==> config.mk <==
export PLATFORM = sky130hd
export DESIGN_NAME = mem_port_arbiter_flat
export DESIGN_NICKNAME = d
export VERILOG_FILES = /design/src/rtl/mem_port_arbiter_if.sv /design/src/rtl/mem_port_arbiter.sv /design/src/flat_wrapper.sv
export SDC_FILE = /design/constraint.sdc
export NUM_CORES = 1
export LEC_CHECK = 0
export CELL_PAD_IN_SITES_DETAIL_PLACEMENT = 1
export CELL_PAD_IN_SITES_GLOBAL_PLACEMENT = 1
export CORE_ASPECT_RATIO = 1.25
export CORE_MARGIN = 2
export CORE_UTILIZATION = 34
export CTS_CLUSTER_DIAMETER = 200
export DETAILED_ROUTE_END_ITERATION = 16
export GPL_TIMING_DRIVEN = 0
export PLACE_DENSITY_LB_ADDON = 0.25
export SYNTH_ARGS = -nofsm -noshare
export SYNTH_HDL_FRONTEND = slang
export SYNTH_SLANG_ARGS = --single-unit
==> constraint.sdc <==
create_clock -name clk -period 3.8 [get_ports clk]
set_input_delay 0.76 -clock clk [delete_from_list [all_inputs] [get_ports clk]]
set_output_delay 0.76 -clock clk [all_outputs]
set_load 0.05 [all_outputs]
==> src/rtl/mem_port_arbiter_if.sv <==
// Bus bundle for mem_port_arbiter: CPU port, debug port and the shared memory port.
// The arbiter connects through `slave`; requesters and the memory use `master`.
interface mem_port_arbiter_if #(
  parameter int ADDR_W = 32,
  parameter int DATA_W = 32
);
  logic              cpu_req;
  logic              cpu_we;
  logic [ADDR_W-1:0] cpu_addr;
  logic [DATA_W-1:0] cpu_wdata;
  logic [DATA_W-1:0] cpu_rdata;
  logic              cpu_ack;
  logic              cpu_hold;

  logic              dbg_req;
  logic              dbg_we;
  logic [ADDR_W-1:0] dbg_addr;
  logic [DATA_W-1:0] dbg_wdata;
  logic [DATA_W-1:0] dbg_rdata;
  logic              dbg_ack;
  logic              dbg_lock;

  logic              mem_en;
  logic              mem_we;
  logic [ADDR_W-1:0] mem_addr;
  logic [DATA_W-1:0] mem_wdata;
  logic [DATA_W-1:0] mem_rdata;

  modport slave (
    input  cpu_req, cpu_we, cpu_addr, cpu_wdata,
    output cpu_rdata, cpu_ack, cpu_hold,
    input  dbg_req, dbg_we, dbg_addr, dbg_wdata, dbg_lock,
    output dbg_rdata, dbg_ack,
    output mem_en, mem_we, mem_addr, mem_wdata,
    input  mem_rdata
  );

  modport master (
    output cpu_req, cpu_we, cpu_addr, cpu_wdata,
    input  cpu_rdata, cpu_ack, cpu_hold,
    output dbg_req, dbg_we, dbg_addr, dbg_wdata, dbg_lock,
    input  dbg_rdata, dbg_ack,
    input  mem_en, mem_we, mem_addr, mem_wdata,
    output mem_rdata
  );
endinterface

==> src/rtl/mem_port_arbiter.sv <==
// Round-robin arbiter sharing one fixed-latency memory between the CPU and a debug/loader port.
// Define ARB_PERF_EN to add saturating grant and conflict counters.
module mem_port_arbiter #(
  parameter int ADDR_W  = 32,
  parameter int DATA_W  = 32,
  parameter int MEM_LAT = 2
) (
  input  logic              clk,
  input  logic              rst,
  mem_port_arbiter_if.slave bus
`ifdef ARB_PERF_EN
  ,
  output logic [15:0]       cpu_grant_cnt,
  output logic [15:0]       dbg_grant_cnt,
  output logic [15:0]       conflict_cnt
`endif
);

  typedef enum logic [1:0] {IDLE, ACCESS, RESP} state_t;
  typedef enum logic {OWN_CPU = 1'b0, OWN_DBG = 1'b1} owner_t;

  if (MEM_LAT < 1 || MEM_LAT > 15) begin : g_bad_mem_lat
    $error("mem_port_arbiter: MEM_LAT=%0d is outside the legal range 1..15", MEM_LAT);
  end

  state_t            state;
  owner_t            owner;
  owner_t            last_grant;
  owner_t            grant_owner;
  logic [3:0]        lat_cnt;
  logic              we_q;
  logic [ADDR_W-1:0] addr_q;
  logic [DATA_W-1:0] wdata_q;
  logic              lock_q;

  logic              cpu_elig;
  logic              dbg_elig;
  logic              grant_valid;
  logic              sel_we;
  logic [ADDR_W-1:0] sel_addr;
  logic [DATA_W-1:0] sel_wdata;

  // While debug holds the lock the CPU is simply not a candidate.
  assign cpu_elig    = bus.cpu_req & ~bus.dbg_lock;
  assign dbg_elig    = bus.dbg_req;
  assign grant_valid = (state == IDLE) & (cpu_elig | dbg_elig);
  assign grant_owner = (cpu_elig & dbg_elig) ? ((last_grant == OWN_DBG) ? OWN_CPU : OWN_DBG)
                                             : (dbg_elig ? OWN_DBG : OWN_CPU);

  assign sel_we    = (grant_owner == OWN_DBG) ? bus.dbg_we    : bus.cpu_we;
  assign sel_addr  = (grant_owner == OWN_DBG) ? bus.dbg_addr  : bus.cpu_addr;
  assign sel_wdata = (grant_owner == OWN_DBG) ? bus.dbg_wdata : bus.cpu_wdata;

  assign bus.mem_addr  = addr_q;
  assign bus.mem_wdata = wdata_q;
  assign bus.cpu_hold  = lock_q & bus.cpu_req;

  // NOTE: every register here uses <= so all of them update from the same pre-edge values;
  // a blocking = would let later statements see half-updated state.
  always_ff @(posedge clk or negedge rst) begin
    if (!rst) begin
      state         <= IDLE;
      owner         <= OWN_CPU;
      last_grant    <= OWN_DBG;
      lat_cnt       <= '0;
      we_q          <= 1'b0;
      addr_q        <= '0;
      wdata_q       <= '0;
      lock_q        <= 1'b0;
      bus.mem_en    <= 1'b0;
      bus.mem_we    <= 1'b0;
      bus.cpu_ack   <= 1'b0;
      bus.dbg_ack   <= 1'b0;
      bus.cpu_rdata <= '0;
      bus.dbg_rdata <= '0;
    end else begin
      bus.cpu_ack <= 1'b0;
      bus.dbg_ack <= 1'b0;
      lock_q      <= bus.dbg_lock;
      case (state)
        IDLE: begin
          if (grant_valid) begin
            owner      <= grant_owner;
            last_grant <= grant_owner;
            we_q       <= sel_we;
            addr_q     <= sel_addr;
            wdata_q    <= sel_wdata;
            lat_cnt    <= 4'(MEM_LAT - 1);
            bus.mem_en <= 1'b1;
            bus.mem_we <= sel_we;
            state      <= ACCESS;
          end
        end
        ACCESS: begin
          if (lat_cnt == '0) begin
            bus.mem_en <= 1'b0;
            bus.mem_we <= 1'b0;
            state      <= RESP;
            // The ack register is loaded here so it is high for exactly the RESP cycle.
            if (owner == OWN_DBG) begin
              bus.dbg_ack <= 1'b1;
              if (!we_q) bus.dbg_rdata <= bus.mem_rdata;
            end else begin
              bus.cpu_ack <= 1'b1;
              if (!we_q) bus.cpu_rdata <= bus.mem_rdata;
            end
          end else begin
            lat_cnt <= lat_cnt - 4'd1;
          end
        end
        RESP:    state <= IDLE;
        default: state <= IDLE;
      endcase
    end
  end

`ifdef ARB_PERF_EN
  logic conflict;
  assign conflict = (state == IDLE) & cpu_elig & dbg_elig;

  always_ff @(posedge clk or negedge rst) begin
    if (!rst) begin
      cpu_grant_cnt <= '0;
      dbg_grant_cnt <= '0;
      conflict_cnt  <= '0;
    end else begin
      if (grant_valid && grant_owner == OWN_CPU && cpu_grant_cnt != 16'hFFFF)
        cpu_grant_cnt <= cpu_grant_cnt + 16'd1;
      if (grant_valid && grant_owner == OWN_DBG && dbg_grant_cnt != 16'hFFFF)
        dbg_grant_cnt <= dbg_grant_cnt + 16'd1;
      if (conflict && conflict_cnt != 16'hFFFF)
        conflict_cnt <= conflict_cnt + 16'd1;
    end
  end
`endif

endmodule

==> src/flat_wrapper.sv <==
// flat-port wrapper written by rule: the top's interface ports become plain ports
module mem_port_arbiter_flat 
#(
  parameter int ADDR_W  = 32,
  parameter int DATA_W  = 32,
  parameter int MEM_LAT = 2
)
  (clk, rst, bus_cpu_req, bus_cpu_we, bus_cpu_addr, bus_cpu_wdata, bus_cpu_rdata, bus_cpu_ack, bus_cpu_hold, bus_dbg_req, bus_dbg_we, bus_dbg_addr, bus_dbg_wdata, bus_dbg_lock, bus_dbg_rdata, bus_dbg_ack, bus_mem_en, bus_mem_we, bus_mem_addr, bus_mem_wdata, bus_mem_rdata);
  mem_port_arbiter_if #(.ADDR_W(ADDR_W), .DATA_W(DATA_W)) bus_i ();
  input  logic clk;
  input  logic rst;
  input wire logic [$bits(bus_i.cpu_req)-1:0] bus_cpu_req;
  input wire logic [$bits(bus_i.cpu_we)-1:0] bus_cpu_we;
  input wire logic [$bits(bus_i.cpu_addr)-1:0] bus_cpu_addr;
  input wire logic [$bits(bus_i.cpu_wdata)-1:0] bus_cpu_wdata;
  output wire logic [$bits(bus_i.cpu_rdata)-1:0] bus_cpu_rdata;
  output wire logic [$bits(bus_i.cpu_ack)-1:0] bus_cpu_ack;
  output wire logic [$bits(bus_i.cpu_hold)-1:0] bus_cpu_hold;
  input wire logic [$bits(bus_i.dbg_req)-1:0] bus_dbg_req;
  input wire logic [$bits(bus_i.dbg_we)-1:0] bus_dbg_we;
  input wire logic [$bits(bus_i.dbg_addr)-1:0] bus_dbg_addr;
  input wire logic [$bits(bus_i.dbg_wdata)-1:0] bus_dbg_wdata;
  input wire logic [$bits(bus_i.dbg_lock)-1:0] bus_dbg_lock;
  output wire logic [$bits(bus_i.dbg_rdata)-1:0] bus_dbg_rdata;
  output wire logic [$bits(bus_i.dbg_ack)-1:0] bus_dbg_ack;
  output wire logic [$bits(bus_i.mem_en)-1:0] bus_mem_en;
  output wire logic [$bits(bus_i.mem_we)-1:0] bus_mem_we;
  output wire logic [$bits(bus_i.mem_addr)-1:0] bus_mem_addr;
  output wire logic [$bits(bus_i.mem_wdata)-1:0] bus_mem_wdata;
  input wire logic [$bits(bus_i.mem_rdata)-1:0] bus_mem_rdata;
  assign bus_i.cpu_req = bus_cpu_req;
  assign bus_i.cpu_we = bus_cpu_we;
  assign bus_i.cpu_addr = bus_cpu_addr;
  assign bus_i.cpu_wdata = bus_cpu_wdata;
  assign bus_cpu_rdata = bus_i.cpu_rdata;
  assign bus_cpu_ack = bus_i.cpu_ack;
  assign bus_cpu_hold = bus_i.cpu_hold;
  assign bus_i.dbg_req = bus_dbg_req;
  assign bus_i.dbg_we = bus_dbg_we;
  assign bus_i.dbg_addr = bus_dbg_addr;
  assign bus_i.dbg_wdata = bus_dbg_wdata;
  assign bus_i.dbg_lock = bus_dbg_lock;
  assign bus_dbg_rdata = bus_i.dbg_rdata;
  assign bus_dbg_ack = bus_i.dbg_ack;
  assign bus_mem_en = bus_i.mem_en;
  assign bus_mem_we = bus_i.mem_we;
  assign bus_mem_addr = bus_i.mem_addr;
  assign bus_mem_wdata = bus_i.mem_wdata;
  assign bus_i.mem_rdata = bus_mem_rdata;
  mem_port_arbiter #(.ADDR_W(ADDR_W), .DATA_W(DATA_W), .MEM_LAT(MEM_LAT)) u_core (.clk(clk), .rst(rst), .bus(bus_i));
endmodule
==> results by group <==
Status
  • Outcome: finished, final reports clean

Global routing
  • Initial antenna violation count: 2
  • First-pass GRT wire length: 39300 um
  • Met2 Track Usage GR: 0.434
  • Total grt overflow: 0
  • Largest net degree at the start of global routing: 84
  • Most Crowded Layer GR: met2
  • Routing usage on met1: 0.285
  • Vias in the first global route: 6992
  • Global Route Usage Sum: 0.246
  • Met3 Use GR: 0.0556

STA
  • Max Freq: 331 MHz
  • Slew @ Worst Pin: 0.612 ns
  • Period utilization: 0.796
  • # setup viols final: 0
  • RSZ-0062 raised after global routing: false
  • Fin Clk Skew: 0.0146 ns
  • Final-report hold violation count: 0
  • Max-slew violation count: 0
  • Slew Limit Headroom: 0.592
  • Min cycle time layout: 3.02 ns

Power and ir drop
  • Power per cell area: 980 nW/um2
  • VDD IR max: 0.531 mV
  • P_leak: 4.28 nW
  • Power Total: 10.4 mW

Floorplan
  • Vert. Die Dim: 161 um
  • Die width: 130 um
  • Initial Util: 0.346
  • Placement Rows: 57
  • Die area: 20900 um2
  • Core area: 19400 um2
  • Top Ports: 300

Cells and area
  • Nets: 1063
  • Area Overhead vs Synth: 58.3%
  • Ratio of cells with drive above 1 in the final layout: 0.187
  • Fin cells: 1174

Logic synthesis
  • Post-synth top area share: 0.526
  • Post-Synth Simple-Gate Area: 0.0589
  • Ys Warns: 0
  • Post-synth EDFFs: 0
  • Synth Instances: 576
  • Post-synth ARST share: 1.00
  • Register area share after synthesis: 0.530
  • Yosys reg bits: 142
  • Synth unique cells: 37
  • Avg Inst Size Synth: 11.7 um2
  • Post-synthesis compound-gate area fraction: 0.254
  • Yosys top cell by area: dfrtp_1
  • Largest family of logic cells by synthesized area: compound AO/OA/AOI/OAI gates
  • Syn Nets: 745
  • Synth top area cells: dfrtp_1 (53%), o221a_2 (11%), mux2_2 (11%), a2bb2oi_1 (8.4%), o21ai_0 (5.1%)
  • Predominant post-synthesis flop cell: dfrtp_1
  • Synth Area in Adders: 0.00373
  • Post-synthesis mux area share: 0.109
  • Synthesized area: 6710 um2
  • XOR/XNOR Fraction of Synth Area: 0
  • Count leader, synth: dfrtp_1
  • Top cells by count, synth: dfrtp_1 (141), o21ai_0 (68), nand2_1 (65)

Clocking
  • CTS buffer count: 17
  • Clk pin slew, worst setup/hold paths: 0.06 ns
  • Number of gates resized after cts: 0
  • Number of hold buffers added after cts: 0
  • # clock sinks: 142
  • Clock buffer depth: 2
  • CTS root buf: clkbuf_16
  • H-tree levels: 4
  • Post-CTS Setup Bufs: 0
  • CTS tree: yes
  • Later-pin clock latency in the skew report: 0.43 ns

Placed design
  • Post-DP HPWL: 18800 um
  • Routability cong.: 0.774
  • IO buf count: 298
  • Placed cells: 1140

Route
  • Pre-antenna DRT Iters: 4
  • Vias per cell: 5.30
  • Total Wirelength: 25200 um
  • Via count of the routed design: 6219
  • DRT iter0 DRCs: 278
  • Drt wl/cell: 21.5 um
  • Antenna Violating Nets Remaining: 0
  • # DRC: 0

Worst setup path
  • Setup crit start: bus_cpu_req
  • Worst EP required: 3.04 ns
  • WP data arrival: 2.26 ns
  • Crit. End Element: primary output
  • Startpoint types: primary input
  • Crit-path max FO: 4
  • R2R Path Start: u_core.lat_cnt[0]$_DFFE_PN0P_
  • Worst Path Class, Setup: in2out

Job
  • MaxCap Viol Count: 0

Worst hold path
  • Worst Hold Class: in2async
==> layer usage <==
layer	share of wire	vias up
li1	-	2823
met4	0.029	0
met3	0.054	36
met2	0.54	205
met5	0	-
met1	0.38	3155
==> area by class of cell <==
type                    count  area [um2]
multi-input cells         360        2850
repair buffers            299        3010
clock buffers              18         439
plain buffers              64         265
diodes                      2        5.00
inverters                  10        37.5
fillers                  2104        8780
well taps                 265         332
flip-flops and latches    142        3550
clock inverters            14         124
==> per-stage QoR <==
step                worst slack (ns)  hold slack (ns)  setup TNS (ns)  cell area (um2)  utilization
floorplan                       1.79            0.464               0             6710            -
global placement               -3.73            0.467         -527.44            10000        0.517
detailed placement             0.723            0.473               0            10100        0.518
CTS                            0.783            0.308               0            10600        0.547
global route                   0.753            0.316               0            10600        0.548
finish                         0.777            0.284               0            10600        0.548
==> cells in the final DEF, fill, tap and decap left out, drive strengths merged, types with 2 or more instances in the layout <==
master / n
buf: 12
dfrtp: 141
clkdlybuf4s50: 297
a2bb2oi: 64
o21ai: 68
ha: 2
nor2b: 3
diode: 2
or4: 2
nand4: 2
nor2: 4
o221a: 64
clkbuf: 72
clkinv: 4
nand2: 65
mux2: 65
inv: 19
a21oi: 3
==> worst paths after layout <==
| path | end | slack (ns) | cells past startpoint |
|---|---|---|---|
| max reg2reg | u_core.bus.dbg_rdata[2]$_DFFE_PN0P_ | 1.36 | 6 |
| min | u_core.bus.mem_wdata[15]$_DFFE_PN0P_ | 0.28 | 1 |
| min in group clk | u_core.bus.mem_en$_DFFE_PN0P_ | 0.48 | 1 |
| max | bus_cpu_hold | 0.78 | 3 |
| min reg2reg | u_core.bus.mem_en$_DFFE_PN0P_ | 0.48 | 1 |
| max in group asynchronous | u_core.last_grant$_DFFE_PN1P_ | 2.66 | 2 |
==> worst max-delay path, cell delays in order <==
cell and delay [ns]:
clkdlybuf4s50_1 0.55, and2_1 0.15, clkdlybuf4s50_1 0.80
==> report_power, final <==
group	switching, mW	internal [mW]	leakage, nW
combinational	3.77	2.29	2.35
sequential	0.465	2.27	1.65
clock	0.737	0.880	0.280
==> state kept, by name, summed over array words and instances, names as in the netlist, 2 cells and up <==
name	flops
u_core.bus.mem_wdata	32
u_core.lat_cnt	4
u_core.bus.cpu_rdata	32
u_core.bus.mem_addr	32
u_core.state	2
u_core.bus.dbg_rdata	32
==> cells by family (layout without fill, tap and decap cells) <==
kind of cell    Yosys count  count (layout)
flops                   142             142
mux                      65              65
other cells               0               2
simple gates             86              86
fa+ha+maj                 2               2
buf+inv                  74             405
compound gates          207             207
Note: power is estimated with default switching activity, not from simulation.
